<file path="src/rtl/local_endpoint_pkg.sv">
// local_endpoint_pkg: shared link constants and FSM state types for the Local-port endpoint
`ifndef SIZE
`define SIZE 8
`endif
`ifndef BITS_DIR
`define BITS_DIR 3
`endif
`ifndef LOCAL_PORT
`define LOCAL_PORT 4
`endif
package local_endpoint_pkg;
    localparam int LOCAL_PORT = `LOCAL_PORT;
    typedef enum logic [1:0] {T_IDLE, T_REQ, T_REL} tx_state_e;
    typedef enum logic {R_IDLE, R_ACK} rx_state_e;
endpackage

</file>
<file path="src/rtl/endpoint_rx_buffer.sv">
// endpoint_rx_buffer: first-word fall-through FIFO holding words delivered by the router
module endpoint_rx_buffer #(
    parameter int WIDTH = 8,
    parameter int DEPTH = 2
) (
    input  logic             clk,
    input  logic             reset,
    input  logic             push,
    input  logic [WIDTH-1:0] push_data,
    input  logic             pop,
    output logic [WIDTH-1:0] head_data,
    output logic             full,
    output logic             empty
);
    localparam int AW = $clog2(DEPTH);
    localparam logic [AW:0] FULL_CNT = DEPTH[AW:0];
    logic [WIDTH-1:0] mem_q [DEPTH];
    logic [AW-1:0]    wr_q, rd_q;
    logic [AW:0]      cnt_q;
    logic             do_push, do_pop;
    assign full      = cnt_q == FULL_CNT;
    assign empty     = cnt_q == '0;
    assign do_push   = push && !full;
    assign do_pop    = pop && !empty;
    assign head_data = mem_q[rd_q];
    // Storage, pointers and occupancy; full is judged on the count before this cycle's pop.
    always_ff @(posedge clk) begin
        if (reset) begin
            wr_q  <= '0;
            rd_q  <= '0;
            cnt_q <= '0;
            for (int i = 0; i < DEPTH; i++) mem_q[i] <= '0;
        end else begin
            if (do_push) begin
                mem_q[wr_q] <= push_data;
                wr_q        <= wr_q + AW'(1);
            end
            if (do_pop) rd_q <= rd_q + AW'(1);
            cnt_q <= cnt_q + (AW+1)'(do_push) - (AW+1)'(do_pop);
        end
    end
endmodule

</file>
<file path="src/rtl/local_endpoint.sv">
// local_endpoint: host-side endpoint on the router Local port with 4-phase TX/RX links and word counters
module local_endpoint
    import local_endpoint_pkg::*;
#(
    parameter int id        = -1,
    parameter int CNT_W     = 16,
    parameter int RXB_DEPTH = 2
) (
    input  logic             clk,
    input  logic             reset,
    input  logic             host_tx_valid,
    output logic             host_tx_ready,
    input  logic [`SIZE-1:0] host_tx_data,
    output logic             net_tx_req,
    input  logic             net_tx_ack,
    output logic [`SIZE-1:0] net_tx_data,
    input  logic             net_rx_req,
    output logic             net_rx_ack,
    input  logic [`SIZE-1:0] net_rx_data,
    output logic             host_rx_valid,
    input  logic             host_rx_ready,
    output logic [`SIZE-1:0] host_rx_data,
    output logic [CNT_W-1:0] tx_count,
    output logic [CNT_W-1:0] rx_count
);
    if (id < -1 || RXB_DEPTH < 2 || (RXB_DEPTH & (RXB_DEPTH - 1)) != 0) begin : g_bad_param
        $error("local_endpoint: invalid id or RXB_DEPTH");
    end
    tx_state_e        tx_state_q, tx_state_d;
    rx_state_e        rx_state_q, rx_state_d;
    logic             ready_q, ready_d, req_q, req_d, ack_q, ack_d;
    logic [`SIZE-1:0] data_q, data_d;
    logic [CNT_W-1:0] tx_cnt_q, tx_cnt_d, rx_cnt_q, rx_cnt_d;
    logic             push, full, empty;
    assign host_tx_ready = ready_q;
    assign net_tx_req    = req_q;
    assign net_tx_data   = data_q;
    assign net_rx_ack    = ack_q;
    assign host_rx_valid = !empty;
    assign tx_count      = tx_cnt_q;
    assign rx_count      = rx_cnt_q;
    endpoint_rx_buffer #(.WIDTH(`SIZE), .DEPTH(RXB_DEPTH)) u_rxb (
        .clk       (clk),
        .reset     (reset),
        .push      (push),
        .push_data (net_rx_data),
        .pop       (host_rx_valid && host_rx_ready),
        .head_data (host_rx_data),
        .full      (full),
        .empty     (empty)
    );
    // TX sender: capture a host word, hold req until ack, count once ack has been released.
    always_comb begin
        tx_state_d = tx_state_q;
        ready_d    = ready_q;
        req_d      = req_q;
        data_d     = data_q;
        tx_cnt_d   = tx_cnt_q;
        case (tx_state_q)
            T_IDLE: begin
                ready_d = 1'b1;
                if (host_tx_valid && ready_q) begin
                    data_d     = host_tx_data;
                    req_d      = 1'b1;
                    ready_d    = 1'b0;
                    tx_state_d = T_REQ;
                end
            end
            T_REQ: if (net_tx_ack) begin
                req_d      = 1'b0;
                tx_state_d = T_REL;
            end
            T_REL: if (!net_tx_ack) begin
                tx_cnt_d   = tx_cnt_q + CNT_W'(1);
                ready_d    = 1'b1;
                tx_state_d = T_IDLE;
            end
            default: tx_state_d = T_IDLE;
        endcase
    end
    // RX receiver: accept a word only with buffer space, then hold ack until req drops.
    always_comb begin
        rx_state_d = rx_state_q;
        ack_d      = ack_q;
        rx_cnt_d   = rx_cnt_q;
        push       = 1'b0;
        case (rx_state_q)
            R_IDLE: if (net_rx_req && !full) begin
                push       = 1'b1;
                ack_d      = 1'b1;
                rx_cnt_d   = rx_cnt_q + CNT_W'(1);
                rx_state_d = R_ACK;
            end
            R_ACK: if (!net_rx_req) begin
                ack_d      = 1'b0;
                rx_state_d = R_IDLE;
            end
            default: rx_state_d = R_IDLE;
        endcase
    end
    // State and output registers; reset abandons any in-flight handshake uncounted.
    always_ff @(posedge clk) begin
        if (reset) begin
            tx_state_q <= T_IDLE;
            rx_state_q <= R_IDLE;
            ready_q    <= 1'b0;
            req_q      <= 1'b0;
            ack_q      <= 1'b0;
            data_q     <= '0;
            tx_cnt_q   <= '0;
            rx_cnt_q   <= '0;
        end else begin
            tx_state_q <= tx_state_d;
            rx_state_q <= rx_state_d;
            ready_q    <= ready_d;
            req_q      <= req_d;
            ack_q      <= ack_d;
            data_q     <= data_d;
            tx_cnt_q   <= tx_cnt_d;
            rx_cnt_q   <= rx_cnt_d;
        end
    end
endmodule
</file>
<file path="config.mk">
export PLATFORM = sky130hd
export DESIGN_NAME = local_endpoint
export DESIGN_NICKNAME = d
export VERILOG_FILES = /design/src/rtl/local_endpoint_pkg.sv /design/src/rtl/endpoint_rx_buffer.sv /design/src/rtl/local_endpoint.sv
export SDC_FILE = /design/constraint.sdc
export NUM_CORES = 1
export LEC_CHECK = 0
export BUFFER_PORTS_ARGS = -buffer_cell sky130_fd_sc_hd__buf_4
export CAP_MARGIN = 15
export CORE_AREA = 2 2 78 80
export DETAILED_ROUTE_END_ITERATION = 10
export DIE_AREA = 0 0 80 82
export HOLD_SLACK_MARGIN = 0.15
export MAX_ROUTING_LAYER = met4
export PLACE_DENSITY_LB_ADDON = 0.2
export SKIP_LAST_GASP = 1
export SLEW_MARGIN = 20
export SYNTH_ARGS = -nofsm -noshare
export SYNTH_HDL_FRONTEND = slang
export SYNTH_SLANG_ARGS = --single-unit
</file>
<file path="constraint.sdc">
create_clock -name clk -period 2 [get_ports clk]
set_input_delay 0.1 -clock clk [delete_from_list [all_inputs] [get_ports clk]]
set_output_delay 0.1 -clock clk [all_outputs]
set_load 0.02 [all_outputs]
</file>
# Word-level counts from Yosys, hierarchy flattened
# Memory sizes are Yosys's and may differ from the RTL's. A register that Yosys moved wholly into a read port is not among the register bits.
# Cells that the tools add are included.
# W data, S select, Z words.
# classes
addsub	6
eq_ne	8
mux	27
bitwise_logic	2
reduce_logical	19
# ops
cell	count
$add A16 B1 Y16 const B	2
$mux W1	18
$ne A2 B2 Y1 const B	5
$reduce_and A2 Y1	5
$mux W8	1
$pmux W1 S2	4
$reduce_or A8 Y1	1
$mux W2	3
$pmux W2 S3	1
$reduce_and A3 Y1	2
$logic_and A1 B1 Y1	5
$eq A2 B2 Y1 const B	2
$logic_not A2 Y1	2
$reduce_bool A2 Y1	2
$add A1 B1 Y1 const B	2
$add A2 B1 Y2	1
$eq A2 B1 Y1 const B	1
$logic_not A1 Y1	2
$not A1 Y1	2
$sub A2 B1 Y2	1
# totals
reg_bits	50
ramBits	16
in_bits	22
output_inout_bits	52
word_cells	74
mem_count	1
# memory_table
memory	words	word_bits	rd	rd_ports_with_merged_regs	write_ports	line	rtl
u_rxb.mem_q	2	8	1	1	2	endpoint_rx_buffer.sv:17	logic [WIDTH-1:0] mem_q [DEPTH];

# Depth between registers and ports, before layout
# depth
word_depth	11
ltp_mapped	8
mapped_depth_nobuf	8

# Hierarchy
# Synthesis repeated with hierarchy kept, for this count alone.
# hier_totals
hier_cells	304
hier_area_um2	2904.0
# modules_own_cells
mod	n_inst	cells_per_inst	area_each_um2	seq_area_each_um2
local_endpoint	1	225	1964.4	920.9
endpoint_rx_buffer	1	79	939.7	580.6

# Worst setup path before layout
# Ideal clock, no wire load.
# synth_path
path_type	register to register
startpoint	register rx_cnt_q[2] (netlist: rx_count[2])
endpoint	register rx_cnt_q[15] (netlist: rx_count[15])
setup_ps	70
t_arrival_ps	1807
t_required_ps	1930
path_slack_ps	123
stages_incl_launch_ff	6
path_buffers	1
period_less_slack_ps	1877
cell_sequence	dfxtp_1 nand3_1 or4_4 buf_6 or4_1 a21oi_1
# synth_between
elab_chain_cells	1
# synth_lines
element	line	rtl
start, declared	local_endpoint.sv:33	logic [CNT_W-1:0] tx_cnt_q, tx_cnt_d, rx_cnt_q, rx_cnt_d;
start signal, assigned	local_endpoint.sv:120	rx_cnt_q <= rx_cnt_d;
$add A16 B1 Y16	local_endpoint.sv:91	rx_cnt_d = rx_cnt_q + CNT_W'(1);
# No other way between the ends.
# A chain may end at the register's enable or synchronous reset.

# Worst setup path in the final report
# layout_path
startpoint	register rx_cnt_q[0] (netlist: rx_count[0])
endpoint	register rx_cnt_q[12] (netlist: rx_count[12])
# Same word-level chain as after synthesis.

==> results.sh <==
export IMPL_status="complete, no violations"
export IMPL_max_stage_delay_ns=0.48
export IMPL_critPathTopFamily="simple AND/OR/NAND/NOR gates"
export IMPL_grt_use_total_pct=21.0
export IMPL_seq_area_frac_synth_pct=51.9
export IMPL_path_max_fanout=6
export IMPL_drv_cap=0
export IMPL_die_h_microns=82
export IMPL_clk_latency_ns=0.34
export IMPL_coreArea_sq_mm=0.00575
export IMPL_firstDrtPassIters=4
export IMPL_r2r_start="rx_count[0]"
export IMPL_routed_via_density=5.14
export IMPL_clk_pin_slew_worst_paths_ns=0.07
export IMPL_post_route_util_pct=68.3
export IMPL_dp_hpwl_microns=4180
export IMPL_finalCritPeriodShare_pct=93.2
export IMPL_synthCells=295
export IMPL_synthArstFlopShare_pct=0
export IMPL_crit_start="rx_count[0]"
export IMPL_drive_gt1_share_pct=30.1
export IMPL_grt_pass1_vias=2200
export IMPL_grt_overflow_total=0
export IMPL_syn_avg_cell_area_sq_um=9.81
export IMPL_ios=74
export IMPL_critPathBufInv=0
export IMPL_hold_violations=0
export IMPL_root_buffer="clkbuf_8"
export IMPL_crit_path_start_kind="flop"
export IMPL_tightest_slew_ns=0.777
export IMPL_r2r_slack_ns=0.14
export IMPL_synth_cell_types=40
export IMPL_fin_cells=471
export IMPL_critPathKind="flop to flop"
export IMPL_reg2reg_depth=5
export IMPL_routed_wl_microns=6420
export IMPL_crit_arrival_ns=2.13
export IMPL_initialDrtViolationCount=80
export IMPL_hold_depth=4
export IMPL_hold_end="u_rxb.rd_q"
export IMPL_ant_nets=0
export IMPL_synth_edf_count=16
export IMPL_p_leak_nw=1.58
export IMPL_fmax_mhz=536
export IMPL_grt_pass1_wl_microns=10200
export IMPL_placed_cells=437
export IMPL_ff_latch_area_sq_mm=0.00150
export IMPL_clock_skew_ns=0.00760
export IMPL_die_area_sq_mm=0.00656
export IMPL_clkSinkCount=67
export IMPL_cts_tree="built"
export IMPL_via_count=2423
export IMPL_gp_congestion=0.739
export IMPL_min_period_ns=1.86
export IMPL_peakVddDrop_mv=0.495
export IMPL_synth_ff_type="dfxtp_1"
export IMPL_regToRegEndpoint="rx_count[12]"
export IMPL_antenna_found_initial=0
export IMPL_fill_cells=477
export IMPL_nNetsFinal=417
export IMPL_synth_seq_cells=67
export IMPL_crit_chain="ha_1 > nand4_1 > or3_4 > or4_1 > a21oi_1"
export IMPL_cp_depth=5
export IMPL_die_width_microns=80
export IMPL_cts_buffers=9
export IMPL_finalMaxSlewViolations=0
export IMPL_worstPathRequired_ns=2.27
export IMPL_htree_levels=3
export IMPL_wire_per_inst_microns=13.6
export IMPL_crit_path_top_delay_cell="or4_1"
export IMPL_clock_path_buffers=2
export IMPL_end_kind="flop"
export IMPL_synth_area_sq_mm=0.00290
export IMPL_drc=0
export IMPL_antenna_cells=0
export IMPL_io_buffers=73
export IMPL_synth_nets=321
export IMPL_multiInputGateArea_sq_mm=0.00133
export IMPL_grt_max_degree=55
export IMPL_area_growth_synth_to_final_pct=35.5
export IMPL_hp_class="input port to flop"
export IMPL_initial_core_util_pct=50.4
export IMPL_cts_setup_buffers=0
export IMPL_power_density_mw_per_mm2=866
export IMPL_setup_viol=0
export IMPL_relSlewSlack_pct=48.1
export IMPL_min_delay_start="host_rx_ready"
export IMPL_fp_row_count=28
export IMPL_yosysWarnings=0
==> cells by family after synthesis <==
group | count (synthesis) | synth area share, %
XOR/XNOR | 22 | 6.65
flip-flops | 67 | 51.9
multiplexers | 9 | 3.46
buffers and inverters | 22 | 3.11
AND/OR/NAND/NOR | 129 | 25.3
adder cells (fa/ha/maj) | 4 | 1.73
AO/OA/AOI/OAI | 42 | 7.87
==> Yosys cell counts, drive strengths merged (6+ instances only) <==
library cell	count	area share (%)
dfxtp	51	35
a21oi	27	4.7
nand2	24	3.1
nor2	24	3.1
and2	19	4.1
edfxtp	16	17
clkbuf	12	1.6
xnor2	12	3.6
nand3	10	1.7
xor2	10	3.0
inv	9	1.2
nand4	9	1.9
mux2	8	3.1
o21ai	8	1.4
or3	8	1.7
or4	7	1.9
o31ai	6	1.6
==> layout make-up <==
cell class / instances / area share [%]
repair buffers: 98 / 19.9
inverters: 9 / 0.861
clock inverters: 7 / 1.50
multi-input cells: 206 / 33.9
flip-flops and latches: 67 / 38.3
well taps: 75 / 2.39
clock buffers: 9 / 3.16
==> through the flow <==
stage	hold slack, ns	setup WS (ns)	area, sq um	setup TNS (ns)	power (mW)
floorplan	0.230	0.123	2900	0	2.04
global placement	0.348	0.148	3530	0	2.29
detailed placement	0.359	0.102	3530	0	2.31
CTS	0.165	0.0295	3900	0	3.40
global route	0.167	-0.00531	3920	-0.00531	3.58
finish	0.145	0.136	3920	0	3.40
==> registers in the layout, indices dropped and copies added, names as in the netlist, named ones only <==
| register | cells |
|---|---|
| rx_count | 16 |
| tx_count | 16 |
| u_rxb.mem_q | 16 |
| net_tx_data | 8 |
| tx_state_q | 2 |
| u_rxb.cnt_q | 2 |
| host_tx_ready | 1 |
| net_rx_ack | 1 |
| net_tx_req | 1 |
| rx_state_q | 1 |
| u_rxb.rd_q | 1 |
| u_rxb.wr_q | 1 |
==> metal layers <==
metal	vias up	track usage [%]	wire length (microns)
li1	1219	-	-
met1	1133	24.5	2790
met2	62	34.1	3210
met3	9	5.93	321
met4	0	8.64	95
met5	-	-	0
==> worst min-delay path, stage by stage <==
cell	delay [ns]
buf_4	0.08
and2_4	0.13
xnor2_1	0.07
nor2_1	0.07
==> cell usage in the layout (no fill, tap or decap), types with 9 or more instances in the layout <==
| cell type | Yosys | final |
|---|---|---|
| clkbuf_8 | 0 | 9 |
| and2_1 | 19 | 18 |
| buf_4 | 0 | 80 |
| nor2_1 | 24 | 24 |
| nand3_1 | 10 | 10 |
| dlygate4sd3_1 | 0 | 18 |
| nand4_1 | 9 | 9 |
| nand2_1 | 24 | 24 |
| xor2_1 | 10 | 9 |
| a21oi_1 | 27 | 27 |
| dfxtp_1 | 51 | 50 |
| inv_1 | 9 | 9 |
| xnor2_1 | 12 | 12 |
| edfxtp_1 | 16 | 16 |
==> worst max path at each step <==
stage	slack, ns	to
finish	0.14	rx_count[12]
global route	-0.005	rx_count[14]
detailed placement	0.10	u_rxb.cnt_q[1]
global placement	0.15	u_rxb.cnt_q[1]
floorplan	0.12	rx_count[15]
CTS	0.03	u_rxb.mem_q[1][4]
==> timing repair <==
item,CTS,global route
gates resized for setup,0,7
setup endpoints to repair,0,11
hold endpoints to repair,30,0
hold buffers,18,0
==> power breakdown <==
| group | leakage, nW | internal, mW | switching (mW) |
|---|---|---|---|
| combinational | 0.895 | 0.390 | 0.375 |
| sequential | 0.583 | 1.50 | 0.0770 |
| clock | 0.100 | 0.560 | 0.492 |
| total | 1.58 | 2.45 | 0.944 |
Power figures use the tool's default switching activity.
